[src/rtl/row_skew_pkg.sv]
// Shared types and default geometry for the row_skew block (L0 -> MAC west-edge skew).
package row_skew_pkg;

  localparam int ROW = 8;
  localparam int BW  = 4;
  localparam int LAT = 2;

  typedef enum logic [1:0] {
    IDLE   = 2'd0,
    STREAM = 2'd1,
    DRAIN  = 2'd2
  } state_e;

endpackage

[src/rtl/row_skew_skew_line.sv]
// Depth-N register chain carrying one row word plus its valid bit; N=0 is a wire.
module skew_line #(
  parameter int N  = 0,
  parameter int BW = 4
) (
  input  logic          clk,
  input  logic          reset,
  input  logic [BW-1:0] d,
  input  logic          v,
  output logic [BW-1:0] q,
  output logic          qv
);

  generate
    if (N == 0) begin : g_pass
      logic unused_clk_rst;
      assign unused_clk_rst = clk ^ reset;
      assign q  = d;
      assign qv = v;
    end else begin : g_chain
      logic [N-1:0][BW-1:0] dat;
      logic [N-1:0]         vld;

      always_ff @(posedge clk or negedge reset) begin
        if (!reset) begin
          dat <= '0;
          vld <= '0;
        end else begin
          dat[0] <= d;
          vld[0] <= v;
          for (int k = 1; k < N; k++) begin
            dat[k] <= dat[k-1];
            vld[k] <= vld[k-1];
          end
        end
      end

      assign q  = dat[N-1];
      assign qv = vld[N-1];
    end
  endgenerate

endmodule

[src/rtl/row_skew.sv]
// Reads len vectors from L0 and re-times them into a diagonal wavefront (row i delayed i cycles).
// Optional ROW_SKEW_ZERO_FILL_EN forces out rows to zero outside their valid cycles.
module row_skew #(
  parameter int row   = row_skew_pkg::ROW,
  parameter int bw    = row_skew_pkg::BW,
  parameter int LAT   = row_skew_pkg::LAT,
  parameter int LEN_W = 8
) (
  input  logic                 clk,
  input  logic                 reset,
  input  logic                 start,
  input  logic [LEN_W-1:0]     len,
  output logic                 l0_rd,
  input  logic [row*bw-1:0]    in,
  output logic [row*bw-1:0]    out,
  output logic [row-1:0]       out_valid,
  output logic                 busy,
  output logic                 done
);
  import row_skew_pkg::*;

  localparam int DW = $clog2(LAT + row + 1);

  localparam logic [1:0] S_IDLE   = IDLE;
  localparam logic [1:0] S_STREAM = STREAM;
  localparam logic [1:0] S_DRAIN  = DRAIN;

  logic [1:0]       state;
  logic [LEN_W-1:0] rd_cnt;
  logic [DW-1:0]    drain_cnt;
  logic [LAT:1]     vld_pipe;
  logic             cap_valid;
  logic             cap_vld;

  logic [row-1:0][bw-1:0] in_w, cap_data, out_w;

  // drain_cnt covers LAT return cycles plus the deepest skew line; done lands on IDLE entry
  always_ff @(posedge clk or negedge reset) begin
    if (!reset) begin
      state     <= S_IDLE;
      rd_cnt    <= '0;
      drain_cnt <= '0;
      done      <= 1'b0;
    end else begin
      done <= 1'b0;
      case (state)
        S_IDLE: begin
          if (start) begin
            if (len != '0) begin
              state  <= S_STREAM;
              rd_cnt <= len;
            end else begin
              done <= 1'b1;
            end
          end
        end
        S_STREAM: begin
          rd_cnt <= rd_cnt - 1'b1;
          if (rd_cnt == LEN_W'(1)) begin
            state     <= S_DRAIN;
            drain_cnt <= DW'(LAT + row);
          end
        end
        S_DRAIN: begin
          drain_cnt <= drain_cnt - 1'b1;
          if (drain_cnt == DW'(1)) begin
            state <= S_IDLE;
            done  <= 1'b1;
          end
        end
        default: state <= S_IDLE;
      endcase
    end
  end

  assign l0_rd = (state == S_STREAM);
  assign busy  = (state != S_IDLE);

  always_ff @(posedge clk or negedge reset) begin
    if (!reset) begin
      vld_pipe <= '0;
    end else begin
      vld_pipe[1] <= l0_rd;
      for (int k = 2; k <= LAT; k++) vld_pipe[k] <= vld_pipe[k-1];
    end
  end

  assign cap_valid = vld_pipe[LAT];
  assign in_w      = in;

  always_ff @(posedge clk or negedge reset) begin
    if (!reset) begin
      cap_vld  <= 1'b0;
      cap_data <= '0;
    end else begin
      cap_vld <= cap_valid;
      if (cap_valid) cap_data <= in_w;
    end
  end

  generate
    for (genvar i = 0; i < row; i++) begin : g_row
      logic [bw-1:0] q;
      logic          qv;

      skew_line #(.N(i), .BW(bw)) u_line (
        .clk   (clk),
        .reset (reset),
        .d     (cap_data[i]),
        .v     (cap_vld),
        .q     (q),
        .qv    (qv)
      );

`ifdef ROW_SKEW_ZERO_FILL_EN
      assign out_w[i] = qv ? q : '0;
`else
      assign out_w[i] = q;
`endif
      assign out_valid[i] = qv;
    end
  endgenerate

  assign out = out_w;

endmodule

[config.mk]
export PLATFORM = sky130hd
export DESIGN_NAME = row_skew
export DESIGN_NICKNAME = d
export VERILOG_FILES = /design/src/rtl/row_skew_pkg.sv /design/src/rtl/row_skew_skew_line.sv /design/src/rtl/row_skew.sv
export SDC_FILE = /design/constraint.sdc
export NUM_CORES = 1
export LEC_CHECK = 0
export ABC_AREA = 1
export BUFFER_PORTS_ARGS = -buffer_cell sky130_fd_sc_hd__buf_2
export CORE_ASPECT_RATIO = 1.25
export CORE_MARGIN = 5
export CORE_UTILIZATION = 56
export CTS_CLUSTER_SIZE = 28
export DETAILED_ROUTE_END_ITERATION = 7
export GPL_TIMING_DRIVEN = 0
export PLACE_DENSITY = 0.88
export REMOVE_ABC_BUFFERS = 1
export SETUP_SLACK_MARGIN = 0.3
export SKIP_LAST_GASP = 1
export SYNTH_ARGS = -nofsm -noshare
export SYNTH_HDL_FRONTEND = slang
export SYNTH_HIERARCHICAL = 1
export SYNTH_SLANG_ARGS = --single-unit
[constraint.sdc]
create_clock -name clk -period 1.6 [get_ports clk]
set_input_delay 0.32 -clock clk [delete_from_list [all_inputs] [get_ports clk]]
set_output_delay 0.32 -clock clk [all_outputs]
set_load 0.02 [all_outputs]
======== After elaboration in Yosys (flattened, before gate mapping) ========
Index checks and enable logic that the tools add are counted.
storage, ports and cells
  register bits ........................... 190
  output and inout bits ................... 43
operators by class
  reduce and logical (&&, ||, !) cells .... 8
  mux-type cells .......................... 14
  equality and inequality tests ........... 8
  add/subtract/negate cells ............... 2
operators with widths
  kind                                                                 count
  8-bit 2-to-1 mux                                                     2
  8-bit one-hot mux with 2 select lines                                1
  8-bit by 1-bit == test with 1-bit output (second input constant)     1
  2-bit 2-to-1 mux                                                     4
  4-bit one-hot mux with 2 select lines                                1
  8-bit nonzero test                                                   1
  8-bit by 1-bit subtractor with 8-bit output (second input constant)  1
  2-bit != test (second input constant)                                3
  2-bit one-hot mux with 3 select lines                                1
  2-bit nonzero test                                                   3
  4-bit by 1-bit == test with 1-bit output (second input constant)     1
  4-bit 2-to-1 mux                                                     1
  4-bit AND reduction                                                  1
  4-bit by 1-bit subtractor with 4-bit output (second input constant)  1
  1-bit 2-to-1 mux                                                     3
  3-bit AND reduction                                                  1
  2-bit by 1-bit == test with 1-bit output (second input constant)     1
  2-bit == test (second input constant)                                1
  2-bit zero test                                                      1
  2-bit by 1-bit != test with 1-bit output (second input constant)     1
  1-bit one-hot mux with 2 select lines                                1
  2-bit AND reduction                                                  1

======== Longest topological paths before layout ========
  depth in word-level cells ............... 4
  depth in mapped cells ................... 8
  mapped depth without buffers ............ 8

======== By module ========
Netlist, hierarchy kept.
by module, submodules not included
  module                        cells an instance  area each (µm²)  times used  sequential area each (µm²)
  row_skew                      222                2,326.0          1           1,251.2
  skew_line at g_row[7].u_line  39                 905.9            1           875.8
  skew_line at g_row[6].u_line  34                 780.7            1           750.7
  skew_line at g_row[5].u_line  29                 655.6            1           625.6
  skew_line at g_row[4].u_line  24                 530.5            1           500.5
  skew_line at g_row[3].u_line  19                 405.4            1           375.4
  skew_line at g_row[2].u_line  14                 280.3            1           250.2
  skew_line at g_row[1].u_line  5                  125.1            1           125.1
  skew_line at g_row[0].u_line  5                  37.5             1           0.0

======== Worst setup path after synthesis ========
No wires, ideal clock.
  path type ............................... register -> register
  from .................................... register rd_cnt[0]
  to ...................................... register rd_cnt[2]
  clock period less this slack ............ 1.190 ns
  data arrival time ....................... 1.073 ns
  stages on the path, launching flop included .. 9
  setup time .............................. 0.117 ns
  required time ........................... 1.483 ns
  path slack .............................. 0.410 ns
  cells stage by stage .................... dfrtp_1 > inv_1 > ha_1 > inv_1 > nor2_1 > o21ai_0 > nand2_1 > nand2_1 > nand2_1
between the ends
  cells in the longest elaborated chain, start to end .. 2
ends and longest elaborated chain
  item                                         RTL line        source
  start, declared                              row_skew.sv:29  logic [LEN_W-1:0] rd_cnt;
  start signal, assigned                       row_skew.sv:51  rd_cnt <= len;
  start signal, assigned                       row_skew.sv:58  rd_cnt <= rd_cnt - 1'b1;
  8-bit by 1-bit subtractor with 8-bit output  row_skew.sv:58
  8-bit one-hot mux with 2 select lines        row_skew.sv:46  case (state)
Every way passes these cells.
A chain may end at the register's enable or synchronous reset.

======== Final worst setup path ========
  from .................................... register state[1]
  to ...................................... output l0_rd
between the ends
  cells in the longest elaborated chain, start to end .. 1
ends and longest elaborated chain
  item                                      RTL line        source
  start, declared                           row_skew.sv:28  logic [1:0] state;
  start signal, assigned                    row_skew.sv:40  state <= S_IDLE;
  start signal, assigned                    row_skew.sv:50  state <= S_STREAM;
  start signal, assigned                    row_skew.sv:60  state <= S_DRAIN;
  2-bit by 1-bit == test with 1-bit output  row_skew.sv:76  assign l0_rd = (state == S_STREAM);
  end, declared                             row_skew.sv:13  output logic l0_rd,
Every way passes these cells.

==> results.ini <==
[floorplan]
core_area_sq_um=10600
die_area_sq_um=13000
die_y_um=126
die_w_um=103
initial_core_util=0.572
std_cell_rows=42
pin_count=86

[final_layout]
antennaDiodeCount=0
fill_cells=697
drive_gt1_frac=0.379
finalNetCount=512
layout.cells.non_filler=610
final_cell_area_sq_um=7170
synthToLayoutAreaGrowth_pct=18.6

[timing]
period_share=0.926
worst_clock_skew_ns=0.0126
fmax_mhz=675
min_period_ns=1.48
whs_ns=-0.155
setup_viol_count_final=0
hold_viol_final=70
maxSlewViolCount=0
max_slew_margin=0.624
rsz0062_at_grt=yes
worst_slack_ns=0.118
worst_pin_slew_ns=0.564
finalSetupTns_ns=0

[worst_setup_path]
cp.required_ns=1.28
reg2reg_from=rd_cnt[0]$_DFFE_PN0P_
start_kind=register
endpoint_kind=primary output
r2r_cells=6
criticalPathCategory=register to primary output
r2r_setup_slack_ns=0.16
cp.arrival_ns=1.16
crit_fanout=3
crit_end=l0_rd
critPathLaunch=state[1]$_DFFE_PN0P_
r2r_end=drain_cnt[1]$_DFFE_PN0P_

[clock_tree]
clk_pin_slew_ns=0.06
cts_buffers=17
cts_buffer_depth=2
cts_tree=done
clk_latency_ns=0.41
htree_levels=4
cts.root.buffer_cell=clkbuf_16
cts.sinks=190

[power]
p_clk_frac=0.435
sw_frac_of_total=0.208
power.switching_mw=1.98
p_comb_frac=0.033
power_density_nw_per_um2=1320
p_int_mw=7.50
peakVddDrop_mv=0.852
leakagePower_nw=3.28
seqPwrFrac=0.532

[grt]
gr-usage-all-layers=0.167
grt_pass1_vias=3391
grt_max_degree=121
grt_overflow_total=0
grt_pass1_wl_um=16500
antenna_found_initial=0

[placement]
dpl-instance-area_sq_um=6350
numPlacedInstances=566
finalWeightedCongestion=0.823
io_buffer_count=85
pre_cts_slack_ns=-0.279
dp_hpwl_um=5680

[detailed_routing]
num_vias=3079
wl_met3_um=803
dr.max_layer_used=met4
finalWirelength_um=10100
drtIter0Drc=243
wl_met1_um=3670
wl_per_cell_um=16.5
wl_met2_um=5340
drc_errors=0
drtPass1Iterations=5
viasPerCell=5.05
ant_nets=0

[synth]
synthCells=391
ys_types=24
ys_ff_latch=190
synth_area_sq_um=6050
synth_top_area_cell=dfrtp_1
ys_warn_count=6
synth.area.top_cells=dfrtp_1, mux2_2, buf_4
syn_area_per_cell_sq_um=15.5
synth_top_area_frac=0.786
synth.yosys.seq_area_share=0.786

[outcome]
violations=hold timing
outcome=finished with violations

[flow_run]
drv_cap=0

[hold_path]
hp-class=primary input to asynchronous set/reset pin

-- logic make-up after synthesis --
| logic type | count (synthesis) | synth area share |
|---|---|---|
| and+or+nand+nor | 93 | 0.0685 |
| buffers and inverters | 61 | 0.0654 |
| AOI/OAI and AO/OA | 10 | 0.0106 |
| muxes | 32 | 0.0596 |
| adders and majority gates | 4 | 0.00828 |
| DFF | 190 | 0.786 |
| xor gates and xnor gates | 1 | 0.00145 |
-- flip-flops by register name, summed over array words and instances (netlist names), 2 cells and up --
| signal | flops |
|---|---|
| g_row.u_line/g_chain.dat | 84 |
| cap_data | 32 |
| g_row.u_line/q | 28 |
| g_row.u_line/g_chain.vld | 27 |
| rd_cnt | 8 |
| drain_cnt | 4 |
| state | 2 |
| vld_pipe | 2 |
-- what timing repair did --
action	4_1_cts	5_1_grt
setup endpoints to repair	44	34
cloned	1	0
pin swaps	7	6
endpoints found under the hold margin	70	70
setup buffers	9	2
gates resized for setup	22	22
-- routing by layer --
metal	vias up	track usage
met5	-	0
met4	0	0.0854
met3	25	0.0625
met2	143	0.259
met1	1545	0.204
li1	1366	-
-- how the worst min path moves through the flow --
| stage | startpoint | to | slack, ns | depth (start not counted) |
|---|---|---|---|---|
| CTS | reset | g_row[4].u_line/g_chain.dat[2]$_DFF_PN0_ | -0.14 | 1 |
| detailed placement | reset | g_row[3].u_line/g_chain.vld[0]$_DFF_PN0_ | 0.31 | 1 |
| global route | reset | g_row[4].u_line/g_chain.dat[2]$_DFF_PN0_ | -0.13 | 1 |
| floorplan | reset | cap_data[0]$_DFFE_PN0P_ | 0.02 | 0 |
| global placement | g_row[6].u_line/g_chain.dat[12]$_DFF_PN0_ | g_row[6].u_line/g_chain.dat[16]$_DFF_PN0_ | 0.33 | 0 |
| finish | reset | g_row[3].u_line/g_chain.vld[0]$_DFF_PN0_ | -0.15 | 1 |
-- critical path, stage by stage (launching register included) --
cell and delay [ns]:
dfrtp_2 0.44, inv_2 0.09, nand2_4 0.07, inv_6 0.05, buf_6 0.10
-- power by group through the flow --
stage	clock, mW	sequential (mW)	combinational, mW
floorplan	0	5.17	0.0464
global placement	0	5.12	0.286
detailed placement	0	5.14	0.309
CTS	4.21	5.05	0.311
global route	4.45	5.07	0.352
finish	4.12	5.05	0.312
-- cell usage in the layout (no fill, tap or decap), drive strengths merged, types with 3 or more instances in the layout --
cell type and instances:
nand2 43, o21ai 9, clkinv 3, nand3b 3
dfrtp 190, ha 4, inv 22, mux2 32
clkbuf 22, buf 96, nor2 18, nand3 26
-- Yosys cell counts (all sizes together) --
cell    number
nand2       42
ha           4
or2          1
mux2        32
nand3b       3
o21ai        9
nand3       26
nor2        18
inv         18
nand4        2
dfrtp      190
clkbuf       1
buf         42
xnor2        1
nor3         1
o211ai       1
-- cell type report --
| cell class | count | area, sq um | share of cell area |
|---|---|---|---|
| Tap cell | 132 | 165 | 0.0230 |
| Clock inverter | 11 | 129 | 0.0180 |
| Sequential cell | 190 | 4760 | 0.664 |
| Multi-Input combinational cell | 141 | 963 | 0.134 |
| Timing Repair Buffer | 97 | 617 | 0.0860 |
| Inverter | 18 | 72.6 | 0.0101 |
| Clock buffer | 21 | 460 | 0.0642 |
-- per-stage QoR --
| stage | total power, mW | util |
|---|---|---|
| after CTS | 9.57 | 0.669 |
| final | 9.48 | 0.679 |
| after global placement | 5.41 | 0.597 |
| after global routing | 9.86 | 0.679 |
| after floorplan | 5.22 | - |
| after detailed placement | 5.45 | 0.601 |
(Power assumes the default switching activity.)
